<file path="src/rtl/mvb_frame_gen.sv">
// rtl/mvb_frame_gen.sv - MVB test-frame generator with period, timeout and optional loopback checker
//
// Purpose: fills the Encode transmit FIFO with a selectable pattern, launches the
// frame on M_frame/S_frame with a send_frame strobe, waits for frame_over (or a
// timeout) and repeats every PERIOD clk cycles while enable is high.
// Optional feature: define MVB_GEN_CHECK_EN to build the loopback checker that
// compares decoder words (rx_valid/rx_data) against the regenerated pattern.
//
// Ports:
//   clk           system clock (24 MHz)
//   rst           asynchronous active-low reset
//   enable        run generator, sampled in IDLE and at frame end
//   frame_length  words per frame (0 -> 1, clamped to MAX_WORDS)
//   mode          0 increment, 1 constant SEED, 2 LFSR, 3 walking one
//   master        1 = M_frame, 0 = S_frame, latched at frame start
//   frame_over    completion from Encode (level or pulse)
//   fifo_write_en one-clk FIFO write strobe
//   data_out      write data, valid with fifo_write_en
//   M_frame       master frame type, FILL through WAIT_OVER
//   S_frame       slave frame type, FILL through WAIT_OVER
//   send_frame    launch strobe, SEND_HOLD cycles
//   busy          high in any state but IDLE
//   frame_count   completed frames, wrapping
//   timeout_err   sticky completion timeout flag
//   rx_valid      decoder word valid (checker)
//   rx_data       decoder word (checker)
//   chk_errors    saturating count of mismatching decoder words
module mvb_frame_gen #(
  parameter int          MAX_WORDS = 16,
  parameter int          PERIOD    = 25000,
  parameter int          WORD_DIV  = 8,
  parameter int          SEND_HOLD = 31,
  parameter int          TIMEOUT   = 65535,
  parameter logic [15:0] SEED      = 16'h7EC3
) (
  input  logic        clk,
  input  logic        rst,
  input  logic        enable,
  input  logic [6:0]  frame_length,
  input  logic [1:0]  mode,
  input  logic        master,
  input  logic        frame_over,
  output logic        fifo_write_en,
  output logic [15:0] data_out,
  output logic        M_frame,
  output logic        S_frame,
  output logic        send_frame,
  output logic        busy,
  output logic [15:0] frame_count,
  output logic        timeout_err,
  input  logic        rx_valid,
  input  logic [15:0] rx_data,
  output logic [15:0] chk_errors
);

  // One phase counter serves the word divider, the send hold and the timeout.
  localparam int CMAX = (TIMEOUT > SEND_HOLD) ?
                        ((TIMEOUT > WORD_DIV) ? TIMEOUT : WORD_DIV) :
                        ((SEND_HOLD > WORD_DIV) ? SEND_HOLD : WORD_DIV);
  localparam int CW = $clog2(CMAX + 1);
  localparam int PW = $clog2(PERIOD + 1);

  typedef enum logic [2:0] {IDLE, WAIT_PERIOD, FILL, SEND, WAIT_OVER} state_t;

  state_t          state, next_state;
  logic [CW-1:0]   cnt;
  logic [PW-1:0]   period_cnt;
  logic [6:0]      len_q, word_cnt, len_clamped;
  logic [1:0]      mode_q;
  logic            master_q;
  logic [15:0]     cur_word;
  logic [3:0]      word_idx;
  logic            in_frame, period_done, over_done, timed_out, fill_entry;

  // Successor of a pattern word; idx is the index of the word being produced,
  // used only by the walking-one pattern.
  function automatic logic [15:0] pattern_next(input logic [1:0] m,
                                               input logic [15:0] cur,
                                               input logic [3:0] idx);
    logic [15:0] lfsr;
    lfsr = {cur[14:0], cur[15] ^ cur[13] ^ cur[12] ^ cur[10]};
    case (m)
      2'd0:    pattern_next = cur + 16'd1;
      2'd1:    pattern_next = SEED;
      2'd2:    pattern_next = (lfsr == 16'd0) ? SEED : lfsr;
      default: pattern_next = 16'd1 << idx;
    endcase
  endfunction

  always_comb begin
    len_clamped = frame_length;
    if (frame_length == 7'd0)
      len_clamped = 7'd1;
    else if (frame_length > 7'(MAX_WORDS))
      len_clamped = 7'(MAX_WORDS);
  end

  assign period_done = (period_cnt == PW'(PERIOD - 1));

  always_ff @(posedge clk or negedge rst) begin
    if (!rst) state <= IDLE;
    else      state <= next_state;
  end

  always_comb begin
    next_state    = state;
    fifo_write_en = 1'b0;
    send_frame    = 1'b0;
    busy          = 1'b1;
    in_frame      = 1'b0;
    over_done     = 1'b0;
    timed_out     = 1'b0;
    case (state)
      IDLE: begin
        busy = 1'b0;
        if (enable) next_state = FILL;
      end
      WAIT_PERIOD: begin
        if (period_done) next_state = enable ? FILL : IDLE;
      end
      FILL: begin
        in_frame = 1'b1;
        if (cnt == '0) begin
          fifo_write_en = 1'b1;
          if (word_cnt == len_q - 7'd1) next_state = SEND;
        end
      end
      SEND: begin
        in_frame   = 1'b1;
        send_frame = 1'b1;
        if (cnt == CW'(SEND_HOLD - 1)) next_state = WAIT_OVER;
      end
      WAIT_OVER: begin
        in_frame = 1'b1;
        // A completion in the timeout cycle wins over the timeout.
        if (frame_over)                    over_done = 1'b1;
        else if (cnt == CW'(TIMEOUT - 1))  timed_out = 1'b1;
        // A frame that overran its period restarts straight away.
        if (over_done || timed_out)
          next_state = period_done ? (enable ? FILL : IDLE) : WAIT_PERIOD;
      end
      default: next_state = IDLE;
    endcase
  end

  assign fill_entry = (next_state == FILL) && (state != FILL);
  assign data_out   = fifo_write_en ? cur_word : 16'd0;
  assign M_frame    = in_frame & master_q;
  assign S_frame    = in_frame & ~master_q;

  always_ff @(posedge clk or negedge rst) begin
    if (!rst) begin
      cnt         <= '0;
      period_cnt  <= '0;
      len_q       <= 7'd0;
      word_cnt    <= 7'd0;
      mode_q      <= 2'd0;
      master_q    <= 1'b0;
      cur_word    <= 16'd0;
      word_idx    <= 4'd0;
      frame_count <= 16'd0;
      timeout_err <= 1'b0;
    end else begin
      if (next_state != state)
        cnt <= '0;
      else if (state == FILL && cnt == CW'(WORD_DIV - 1))
        cnt <= '0;
      else if (state == FILL || state == SEND || state == WAIT_OVER)
        cnt <= cnt + CW'(1);

      if (fill_entry) begin
        mode_q     <= mode;
        master_q   <= master;
        len_q      <= len_clamped;
        word_cnt   <= 7'd0;
        cur_word   <= SEED;
        word_idx   <= 4'd0;
        period_cnt <= '0;
      end else begin
        if (fifo_write_en) begin
          word_cnt <= word_cnt + 7'd1;
          word_idx <= word_idx + 4'd1;
          cur_word <= pattern_next(mode_q, cur_word, word_idx + 4'd1);
        end
        if (state == IDLE)
          period_cnt <= '0;
        else if (!period_done)
          period_cnt <= period_cnt + PW'(1);
      end

      if (over_done) frame_count <= frame_count + 16'd1;
      if (timed_out) timeout_err <= 1'b1;
    end
  end

`ifdef MVB_GEN_CHECK_EN
  logic [15:0] chk_word;
  logic [3:0]  chk_idx;
  logic [15:0] err_cnt;

  always_ff @(posedge clk or negedge rst) begin
    if (!rst) begin
      chk_word <= 16'd0;
      chk_idx  <= 4'd0;
      err_cnt  <= 16'd0;
    end else if (fill_entry) begin
      chk_word <= SEED;
      chk_idx  <= 4'd0;
    end else if (rx_valid) begin
      if (rx_data != chk_word && err_cnt != 16'hFFFF)
        err_cnt <= err_cnt + 16'd1;
      chk_word <= pattern_next(mode_q, chk_word, chk_idx + 4'd1);
      chk_idx  <= chk_idx + 4'd1;
    end
  end

  assign chk_errors = err_cnt;
`else
  logic unused_rx;
  assign unused_rx  = ^{rx_valid, rx_data};
  assign chk_errors = 16'd0;
`endif

endmodule

</file>
<file path="config.mk">
export PLATFORM = sky130hd
export DESIGN_NAME = mvb_frame_gen
export DESIGN_NICKNAME = d
export VERILOG_FILES = /design/src/rtl/mvb_frame_gen.sv
export SDC_FILE = /design/constraint.sdc
export NUM_CORES = 1
export LEC_CHECK = 0
export BUFFER_PORTS_ARGS = -buffer_cell sky130_fd_sc_hd__buf_2
export CAP_MARGIN = 10
export CORE_MARGIN = 2
export CORE_UTILIZATION = 40
export DETAILED_ROUTE_END_ITERATION = 6
export PLACE_DENSITY = 0.63
export SETUP_SLACK_MARGIN = 0.05
export SYNTH_ARGS = -nofsm -noshare
export SYNTH_HDL_FRONTEND = slang
export SYNTH_SLANG_ARGS = --single-unit
</file>
<file path="constraint.sdc">
create_clock -name clk -period 6.1 [get_ports clk]
set_input_delay 0.61 -clock clk [delete_from_list [all_inputs] [get_ports clk]]
set_output_delay 0.61 -clock clk [all_outputs]
set_load 0.02 [all_outputs]
</file>
## After elaboration in Yosys (flattened, before gate mapping)

Index checks and enable logic that the tools add are counted.

| cells by class | value |
|---|---|
| add/subtract/negate cells | 7 |
| multiply operators | 0 |
| div/mod/pow operators | 0 |
| $lt $le $gt $ge | 1 |
| equal/unequal tests | 15 |
| shift-type cells | 1 |
| mux-type cells | 38 |
| bitwise operators | 6 |
| reductions and logical operators | 13 |

Operators by type and width:

| operator | number |
|---|---|
| 16-bit 2-to-1 mux | 7 |
| 16-bit by 1-bit adder with 16-bit output (second input constant) | 3 |
| 16-bit one-hot mux with 3 select lines | 1 |
| 15-bit 2-to-1 mux | 3 |
| 16-bit zero test | 2 |
| 7-bit 2-to-1 mux | 4 |
| 3-bit 2-to-1 mux | 6 |
| 16-bit == test (second input constant) | 1 |
| 16-bit by 3-bit == test with 1-bit output (second input constant) | 1 |
| 16-bit by 5-bit == test with 1-bit output (second input constant) | 1 |
| 1-bit by 4-bit left shift with 16-bit output (first input constant) | 1 |
| 15-bit by 1-bit adder with 15-bit output (second input constant) | 1 |
| 15-bit == test (second input constant) | 1 |
| 3-bit one-hot mux with 5 select lines | 1 |
| 1-bit 2-to-1 mux | 12 |
| 3-bit by 2-bit == test with 1-bit output (second input constant) | 3 |
| 4-bit 2-to-1 mux | 2 |
| 7-bit by 1-bit adder with 7-bit output (second input constant) | 1 |
| 7-bit == test | 1 |
| 7-bit by 5-bit greater-than comparator with 1-bit output (second input constant) | 1 |
| 7-bit zero test | 1 |
| 7-bit by 1-bit subtractor with 7-bit output (second input constant) | 1 |
| 4-bit by 1-bit adder with 4-bit output (second input constant) | 1 |
| 2-bit 2-to-1 mux | 2 |
| 17 further kinds | 23 |

| word-level totals | value |
|---|---|
| register bits | 88 |
| latch bits | 0 |
| RAM bits | 0 |
| ROM bits | 0 |
| bits of input ports | 31 |
| output and inout bits | 54 |
| memories | 0 |

## Depth between registers and ports, before layout

Gate-level depths: netlist (run 1).

| logic depth | value |
|---|---|
| depth in word-level cells | 10 |
| gate-level depth with buffers | 10 |
| depth with buffers taken out | 8 |

## Worst setup path after synthesis (run 1)

No wires, ideal clock.

| path | value |
|---|---|
| path kind | register to output |
| from | register state[0] |
| to | output data_out[10] |
| arrival time | 1.993 ns |
| slack | 3.497 ns |
| cell stages (with the launch flop) | 7 |
| path through | dfrtp_1 > clkbuf_1 > nor4_1 > nand3_1 > clkinv_1 > clkbuf_1 > and2_1 |

| on the way | value |
|---|---|
| longest elaborated chain between the ends | 3 |

RTL lines:

| element | line | source |
|---|---|---|
| start, declared | 65 | `state_t state, next_state;` |
| start signal, assigned | 102 | `else state <= next_state;` |
| 3-bit by 2-bit == test with 1-bit output | 113 | `case (state)` |
| 1-bit 2-to-1 mux | 113 |  |
| named net fifo_write_en | 43 | `output logic fifo_write_en,` |
| 16-bit 2-to-1 mux | 147 | `assign data_out = fifo_write_en ? cur_word : 16'd0;` |
| end, declared | 44 | `output logic [15:0] data_out,` |

The timed path passes the listed nets, and every way through them passes these cells.

## Final worst setup path (run 1)

| path | value |
|---|---|
| from | register state[2] |
| to | output data_out[8] |

| on the way | value |
|---|---|
| longest elaborated chain between the ends | 3 |

RTL lines:

| element | line |
|---|---|
| 3-bit by 2-bit == test with 1-bit output | 113 |
| 1-bit 2-to-1 mux | 113 |
| 16-bit 2-to-1 mux | 147 |

No other way between the ends.

==> results of run 1 <==
[flip-flops by register name, summed over array words and instances, names as in the netlist]
name	cells
cnt	16
cur_word	16
frame_count	16
len_q	7
master_q	1
mode_q	2
period_cnt	15
state	3
timeout_err	1
word_cnt	7
word_idx	4
[cell families (layout without fill, tap and decap cells)]
| group | Yosys count | after routing | share of synthesized area |
|---|---|---|---|
| AO/OA/AOI/OAI | 129 | 129 | 0.158 |
| XOR/XNOR | 64 | 64 | 0.102 |
| adder cells (fa/ha/maj) | 13 | 13 | 0.0295 |
| buffers and inverters | 73 | 94 | 0.0636 |
| flip-flops | 88 | 88 | 0.400 |
| multiplexers | 5 | 5 | 0.00999 |
| other | 1 | 16 | 0.000681 |
| AND/OR/NAND/NOR | 249 | 249 | 0.236 |
[path summary, 6_finish.rpt]
kind	endpoint	slack [ns]	cells after the start
worst max-delay path	data_out[8]	2.33	7
worst min-delay path	period_cnt[6]$_DFFE_PN0P_	0.23	1
worst max register to register	cnt[1]$_DFFE_PN0P_	2.45	8
worst min register to register	timeout_err$_DFFE_PN0P_	0.47	1
max in group asynchronous	cur_word[13]$_DFFE_PN0P_	4.82	2
min in group clk	timeout_err$_DFFE_PN0P_	0.47	1
[power by group through the flow]
stage | logic (mW) | clock network, mW | registers (mW)
2_1_floorplan | 0.609 | 0 | 0.812
4_1_cts | 0.696 | 0.598 | 0.912
5_1_grt | 0.780 | 0.619 | 0.940
6_report | 0.696 | 0.580 | 0.919
3_3_place_gp | 0.672 | 0 | 0.914
3_5_place_dp | 0.691 | 0 | 0.921
[worst register-to-register path, stage by stage, from the launching register on]
cell and delay [ns]:
dfrtp_1 0.45, nand2b_1 0.24, nor4_1 0.44, nand3_1 0.86, clkinv_1 0.17, buf_4 0.31
nand4_1 0.22, o31ai_4 0.60, a221oi_1 0.20
[placed cells by master (no fill, tap or decap), types with 5 or more instances in the layout]
cell and count:
ha_1 13, conb_1 16, a21oi_1 28, nand2b_1 5, nand2_1 60, dfrtp_1 88
o21a_1 6, nor3_1 17, or3_1 7, xnor2_1 42, xor2_1 22, a211oi_1 13
nor2b_1 5, nand4_1 18, buf_2 50, nand3_1 32, clkbuf_16 9, and2_1 22
a2111oi_0 6, o21ai_0 32, nor4_1 11, and3_1 7, inv_1 22, buf_4 5
and4_1 8, nor2_1 39
[metrics by stage]
stage          hold WS [ns]   util  area, sq um  cells  setup WS (ns)
2_1_floorplan         0.314      -         5560    637           3.50
3_3_place_gp          0.454  0.435         5810    818           2.54
3_5_place_dp          0.459  0.435         5810    818           2.49
4_1_cts               0.239  0.459         6120    834           2.36
5_1_grt               0.255  0.459         6120    834           2.08
6_report              0.230  0.459         6120    834           2.33
[final cells by class]
cell class | instances | area (sq um) | area share
multi-input combinational | 476 | 3010 | 0.492
clock inverter | 6 | 75.1 | 0.0123
timing repair buffer | 55 | 288 | 0.0470
clock buffer | 10 | 239 | 0.0390
sequential | 88 | 2200 | 0.360
inverter | 23 | 86.3 | 0.0141
tap | 176 | 220 | 0.0360
[metal layers]
| metal | global-route usage | vias up | routed length [um] | part of all wire |
|---|---|---|---|---|
| met5 | 0 | - | 0 | 0 |
| met4 | 0.0481 | 0 | 104 | 0.0080 |
| met3 | 0.0432 | 8 | 755 | 0.058 |
| met2 | 0.308 | 156 | 6230 | 0.48 |
| met1 | 0.239 | 2271 | 5970 | 0.46 |
| li1 | - | 2251 | - | - |
==> metrics.csv, run 1 <==
stage,metric,value,unit
outcome,status,completed,
place,hpwl,9.03,mm
route,drt-vias-per-instance,5.62,
timing,max_freq,266,MHz
power_and_ir_drop,switching_share,0.393,
timing,skew,0.0130,ns
clocking,ctsResizeCount,0,
clocking,cts_buffers,9,
worst_setup_path,worstPathRequired,5.49,ns
worst_setup_path,crit_chain,nand2b_1 > nor4_1 > nand3_1 > clkinv_1 > buf_4 > and2_1 > buf_2,
logic_synthesis,synthDistinctLibCells,65,
worst_setup_path,rr_startpoint,state[2]$_DFF_PN0_,
route,route.detailed.drc,0,
clocking,cts_setup_buffers,0,
layout,insertedDiodeCount,0,
worst_setup_path,criticalPathCategory,reg -> out,
floorplanning,die_h,121,um
floorplanning,start_util,0.413,
power_and_ir_drop,clock_power_share,0.264,
timing,setup_viol,0,
place,numPortBuffers,51,
timing,worst_pin_slew,1.03,ns
power_and_ir_drop,power,2.20,mW
clocking,htree_num_levels,3,
clocking,clk_latency,0.35,ns
timing,post-route-period-util,0.617,
timing,min_period,3.77,ns
logic_synthesis,synth_warnings,0,
logic_synthesis,ys_seq_area_frac,0.400,
route,vias,4686,
worst_setup_path,crit_buf_inv,3,
power_and_ir_drop,peakVddDrop,0.189,mV
global_routing,grt_remaining_overflow,0,
timing,grt_setup_unrepaired,false,
route,wl_per_cell,15.7,um
clocking,cts_sinks,88,
power_and_ir_drop,p_switching,0.864,mW
logic_synthesis,synth.most_common_cell,dfrtp_1,
global_routing,grt_pass1_vias,4561,
worst_setup_path,slowest_delay,0.86,ns
hold_path,hp-class,in -> async,
route,antenna_left,0,
layout,area_growth,11.2,%
logic_synthesis,synth_top_cell_area_share,0.400,
timing,hold_violations,0,
global_routing,antenna_found_initial,0,
place,gp_congestion,0.887,
floorplanning,dieArea,14700,sq um
layout,nFillCells,1320,
power_and_ir_drop,pwr-share-comb,0.317,
logic_synthesis,synth.avg_cell_area,8.85,sq um
floorplanning,fp.coreArea,13300,sq um
floorplanning,rows,42,
worst_setup_path,worstPathArrival,3.16,ns
timing,setup_tns,0,ns
timing,report.final.slew_viol_count,0,
worst_setup_path,cpMaxStageDelayCell,nand3_1,
logic_synthesis,ys_async_sr_fraction,1.00,
route,routed_wirelength,13.1,mm
worst_setup_path,worst-path-max-fanout,26,
power_and_ir_drop,p_int,1.33,mW
worst_setup_path,cp-end-kind,output pin,
layout,finalNetCount,697,
power_and_ir_drop,pwr-share-seq,0.419,
clocking,cts.path.max_buffers,2,
floorplanning,die_width,121,um
global_routing,grt_first_pass_wirelength,21.8,mm
route,first_pass_iters,5,
layout,drive_gt1_frac,0.125,
run,drv_cap,0,
global_routing,grtUsageTotal,0.184,
power_and_ir_drop,p_leak,2.69,nW
logic_synthesis,yosys-top-cells-area,"dfrtp_1, xnor2_1, nand2_1",
worst_setup_path,crit_start,state[2]$_DFF_PN0_,
logic_synthesis,synthFlopType,dfrtp_1,
clocking,cts_hold_buf,0,
logic_synthesis,postSynthCellCount,622,
logic_synthesis,ys_seq_elements,88,
global_routing,grt_max_degree,52,
timing,slew_headroom,0.313,
logic_synthesis,synth_edf_count,0,
logic_synthesis,synthesis.area,5510,sq um
logic_synthesis,yosys.area.top_type,dfrtp_1,
clocking,cts_tree,built,
floorplanning,io_pins,85,
clocking,root_buffer,clkbuf_16,
route,drt_iter0_markers,323,
worst_setup_path,worst_setup_path_start_kind,flop,
logic_synthesis,synth_common_cells,"dfrtp_1, nand2_1, xnor2_1",
power_and_ir_drop,power_density,359,nW/um^2
worst_setup_path,crit_family,simple AND/OR/NAND/NOR gates,
clocking,clk_pin_slew,0.07,ns
No activity file was read; power rests on OpenSTA's default activity.
==> run 2, diff against run 1 <==
--- a/config.mk
+++ b/config.mk
@@ -10,7 +10,7 @@
 export CORE_MARGIN = 2
 export CORE_UTILIZATION = 40
 export DETAILED_ROUTE_END_ITERATION = 6
-export PLACE_DENSITY = 0.63
+export PLACE_DENSITY = 0.65
 export SETUP_SLACK_MARGIN = 0.05
 export SYNTH_ARGS = -nofsm -noshare
 export SYNTH_HDL_FRONTEND = slang
==> constraint.sdc (replaced) <==
create_clock -name clk -period 3.1 [get_ports clk]
set_input_delay 0.31 -clock clk [delete_from_list [all_inputs] [get_ports clk]]
set_output_delay 0.31 -clock clk [all_outputs]
set_load 0.02 [all_outputs]
==> metrics.csv, run 2 (synthesized netlist as in run 1, its figures left out) <==
stage,metric,value,unit
clocking,cts_tree,built,
run,drv_cap,0,
worst_setup_path,worstPathRequired,2.79,ns
timing,setup_viol,0,
floorplanning,die_width,121,um
global_routing,grt_max_degree,89,
global_routing,grt_remaining_overflow,0,
clocking,htree_num_levels,3,
layout,finalCoreUtilization,0.462,
layout,top_regs,"cnt (16), cur_word (16), frame_count (16)",
worst_setup_path,cpMaxStageDelayCell,dfrtp_1,
route,wl_per_cell,15.4,um
route,drt_iter0_markers,285,
timing,post-route-period-util,0.906,
worst_setup_path,crit_buf_inv,3,
layout,area_growth,11.9,%
place,hpwl,8.91,mm
timing,max_freq,356,MHz
floorplanning,io_pins,85,
global_routing,antenna_found_initial,0,
route,antenna_left,0,
layout,design_area,6160,sq um
place,gp_congestion,0.916,
place,numPortBuffers,51,
route,drt-vias-per-instance,5.51,
power_and_ir_drop,peakVddDrop,0.328,mV
place,post-place-cells,822,
power_and_ir_drop,p_leak,2.71,nW
route,route.detailed.drc,0,
layout,insertedDiodeCount,0,
worst_setup_path,worstPathArrival,2.50,ns
global_routing,grtUsageTotal,0.182,
clocking,clk_pin_slew,0.06,ns
route,vias,4631,
power_and_ir_drop,power,4.25,mW
layout,finalNetCount,703,
worst_setup_path,rr_startpoint,cnt[0]$_DFFE_PN0P_,
timing,grt_setup_unrepaired,false,
worst_setup_path,crit_family,simple AND/OR/NAND/NOR gates,
worst_setup_path,crit_start,state[2]$_DFF_PN0_,
clocking,cts.path.max_buffers,2,
worst_setup_path,slowest_delay,0.45,ns
floorplanning,dieArea,14700,sq um
clocking,cts_setup_buffers,0,
timing,fin_ws,0.292,ns
hold_path,min-delay-start,mode[1],
worst_setup_path,cp-end-kind,output pin,
clocking,clk_latency,0.35,ns
layout,drive_gt1_frac,0.131,
timing,report.final.slew_viol_count,0,
worst_setup_path,criticalPathCategory,reg -> out,
layout,nFillCells,1354,
floorplanning,start_util,0.413,
hold_path,hp-class,in -> reg,
global_routing,grt_first_pass_wirelength,21.9,mm
power_and_ir_drop,power_density,689,nW/um^2
place,dpl_worst_slack,0.368,ns
timing,worst_hold_slack,0.206,ns
worst_setup_path,worst_setup_path_start_kind,flop,
timing,skew,0.00805,ns
floorplanning,rows,42,
route,first_pass_iters,5,
timing,setup_tns,0,ns
layout,fin_cells,840,
route,routed_wirelength,13.0,mm
floorplanning,fp.coreArea,13300,sq um
worst_setup_path,crit_chain,nand2b_1 > nor4_1 > nand3_1 > clkinv_1 > buf_4 > and2_1 > buf_2,
outcome,status,completed,
timing,worst_pin_slew,0.882,ns
timing,min_period,2.81,ns
place,placed_area,5840,sq um
layout,layout_common_cells,"dfrtp_1, nand2_1, buf_2, xnor2_1, nor2_1",
worst_setup_path,worst-path-max-fanout,16,
layout,final_common_cell,dfrtp_1,
clocking,cts_buffers,9,
timing,slew_headroom,0.409,
floorplanning,die_h,121,um
clocking,root_buffer,clkbuf_16,
timing,hold_violations,0,
clocking,cts_sinks,88,
global_routing,grt_pass1_vias,4549,
## run 2: layout make-up
type	count	area [sq um]	area share
Multi-Input combinational cell	476	3010	0.489
Sequential cell	88	2200	0.357
Timing Repair Buffer	61	355	0.0576
Clock buffer	10	239	0.0388
Tap cell	176	220	0.0357
Inverter	23	86.3	0.0140
Clock inverter	6	50.0	0.00812
## run 2: path summary, 6_finish.rpt
| check | to | slack (ns) | cells after the start |
|---|---|---|---|
| min reg2reg | timeout_err$_DFFE_PN0P_ | 0.47 | 1 |
| min in group asynchronous | period_cnt[8]$_DFFE_PN0P_ | 0.43 | 2 |
| max in group asynchronous | word_idx[1]$_DFFE_PN0P_ | 2.03 | 3 |
| max | data_out[8] | 0.29 | 7 |
| min | mode_q[1]$_DFFE_PN0P_ | 0.21 | 2 |
| max reg2reg | cnt[1]$_DFFE_PN0P_ | 0.36 | 9 |
## run 2: metal layers
metal  vias up  share of wire  GRT usage
met5         -              0          0
met4         0          0.013     0.0496
met3        17          0.061     0.0446
met2       164           0.46      0.290
met1      2186           0.47      0.248
li1       2264              -          -
## run 2: where the power goes
part / internal [mW] / switching, mW / total (mW)
sequential: 1.38 / 0.415 / 1.79
clock: 0.575 / 0.477 / 1.05
combinational: 0.594 / 0.805 / 1.40
total: 2.55 / 1.70 / 4.25
## run 2: worst register-to-register path: cells and delay by family (launching register included)
family | cells | cell delay (ns)
AOI/OAI and AO/OA | 3 | 0.49
adders and majority gates | 1 | 0.16
buffers and inverters | 2 | 0.41
DFF | 1 | 0.41
and+or+nand+nor | 3 | 1.13
## run 2: what timing repair did
| item | CTS | global route |
|---|---|---|
| endpoints found under the hold margin | 0 | 28 |
| hold buffers | 0 | 1 |
| gates resized for setup | 0 | 0 |
==> run 3, diff against run 2 <==
--- a/config.mk
+++ b/config.mk
@@ -9,6 +9,7 @@
 export CAP_MARGIN = 10
 export CORE_MARGIN = 2
 export CORE_UTILIZATION = 40
+export CTS_BUF_LIST = sky130_fd_sc_hd__clkbuf_4 sky130_fd_sc_hd__clkbuf_8
 export DETAILED_ROUTE_END_ITERATION = 6
 export PLACE_DENSITY = 0.65
 export SETUP_SLACK_MARGIN = 0.05
==> metrics.csv, run 3 (synthesized netlist as in run 1, its figures left out) <==
stage,metric,value,unit
worst_setup_path,crit_family,simple AND/OR/NAND/NOR gates,
floorplanning,dieArea,14700,sq um
global_routing,antenna_found_initial,0,
layout,final_common_cell,dfrtp_1,
layout,finalNetCount,703,
place,hpwl,8.91,mm
timing,setup_viol,0,
layout,finalCoreUtilization,0.455,
worst_setup_path,worstPathRequired,3.33,ns
layout,design_area,6070,sq um
place,gp_congestion,0.916,
worst_setup_path,cp-end-kind,flop,
floorplanning,start_util,0.413,
timing,worst_pin_slew,0.872,ns
global_routing,grt_remaining_overflow,0,
run,drv_cap,0,
global_routing,grtUsageTotal,0.181,
floorplanning,io_pins,85,
timing,grt_setup_unrepaired,false,
worst_setup_path,slowest_delay,0.60,ns
power_and_ir_drop,p_leak,2.67,nW
layout,fin_cells,840,
worst_setup_path,worstPathArrival,2.97,ns
clocking,clk_latency,0.37,ns
route,routed_wirelength,12.9,mm
timing,slew_headroom,0.415,
worst_setup_path,worst-path-max-fanout,37,
layout,layout_common_cells,"dfrtp_1, nand2_1, buf_2, xnor2_1, nor2_1",
layout,area_growth,10.2,%
timing,report.final.slew_viol_count,0,
clocking,clk_pin_slew,0.09,ns
power_and_ir_drop,power_density,653,nW/um^2
clocking,root_buffer,clkbuf_8,
floorplanning,fp.coreArea,13300,sq um
timing,worst_hold_slack,0.175,ns
timing,setup_tns,0,ns
route,drt-vias-per-instance,5.55,
worst_setup_path,crit_buf_inv,2,
clocking,cts.path.max_buffers,2,
floorplanning,die_h,121,um
worst_setup_path,criticalPathCategory,reg -> reg,
timing,hold_violations,0,
worst_setup_path,cpMaxStageDelayCell,or4_4,
clocking,cts_tree,built,
timing,post-route-period-util,0.883,
global_routing,grt_max_degree,89,
floorplanning,rows,42,
layout,drive_gt1_frac,0.133,
hold_path,hp-class,in -> reg,
route,route.detailed.drc,0,
timing,skew,0.0109,ns
route,vias,4664,
route,antenna_left,0,
worst_setup_path,worst_setup_path_start_kind,flop,
timing,min_period,2.74,ns
timing,max_freq,365,MHz
global_routing,grt_pass1_vias,4551,
route,drt_iter0_markers,289,
layout,top_regs,"cnt (16), cur_word (16), frame_count (16)",
worst_setup_path,crit_chain,inv_1 > ha_1 > nand4_1 > or4_4 > a211oi_2 > o211ai_1 > buf_4 > nand2_1 > a221oi_1,
outcome,status,completed,
layout,insertedDiodeCount,0,
route,wl_per_cell,15.3,um
route,first_pass_iters,5,
layout,nFillCells,1377,
floorplanning,die_width,121,um
clocking,cts_buffers,9,
power_and_ir_drop,peakVddDrop,0.329,mV
global_routing,grt_first_pass_wirelength,21.8,mm
clocking,cts_sinks,88,
place,numPortBuffers,51,
place,post-place-cells,822,
place,placed_area,5840,sq um
clocking,htree_num_levels,3,
run 3: metal layers:
layer  vias up  GRT usage  wire length (um)
met2       157      0.287              5940
li1       2264          -                 -
met4         0     0.0489                84
met3        10     0.0465               734
met1      2233      0.247              6100
met5         -          0                 0
run 3: final timing paths:
kind                                          from                   endpoint  slack (ns)  cells past startpoint
max                             cnt[0]$_DFFE_PN0P_         cnt[1]$_DFFE_PN0P_        0.36                      9
min                                         master       master_q$_DFFE_PN0P_        0.18                      2
max reg2reg                     cnt[0]$_DFFE_PN0P_         cnt[1]$_DFFE_PN0P_        0.36                      9
min reg2reg                timeout_err$_DFFE_PN0P_    timeout_err$_DFFE_PN0P_        0.47                      1
max in group asynchronous                      rst   cur_word[13]$_DFFE_PN0P_        2.07                      3
min in group asynchronous                      rst  period_cnt[8]$_DFFE_PN0P_        0.40                      2
run 3: stage by stage:
| step | setup WS (ns) | power, mW |
|---|---|---|
| 2_1_floorplan | 0.618 | 2.80 |
| 3_3_place_gp | 0.421 | 3.13 |
| 3_5_place_dp | 0.368 | 3.18 |
| 4_1_cts | 0.235 | 3.97 |
| 5_1_grt | 0.113 | 4.26 |
| 6_report | 0.363 | 3.97 |
run 3: cell type report:
type	instances	area (sq um)	share of cell area
Timing Repair Buffer	61	355	0.0585
Multi-Input combinational cell	476	3020	0.497
Inverter	23	86.3	0.0142
Sequential cell	88	2200	0.363
Tap cell	176	220	0.0363
Clock inverter	6	50.0	0.00825
Clock buffer	10	138	0.0227
run 3: power breakdown:
group	internal, mW	switching, mW	total [mW]
Sequential	1.38	0.412	1.79
Combinational	0.597	0.806	1.40
Clock	0.323	0.450	0.773
Total	2.30	1.67	3.97
run 3: what timing repair did:
| item | 4_1_cts | 5_1_grt |
|---|---|---|
| setup buffers | 0 | 0 |
| hold endpoints to repair | 0 | 28 |
| gates resized for setup | 0 | 1 |
| setup endpoints to repair | 0 | 6 |
| hold buffers | 0 | 1 |
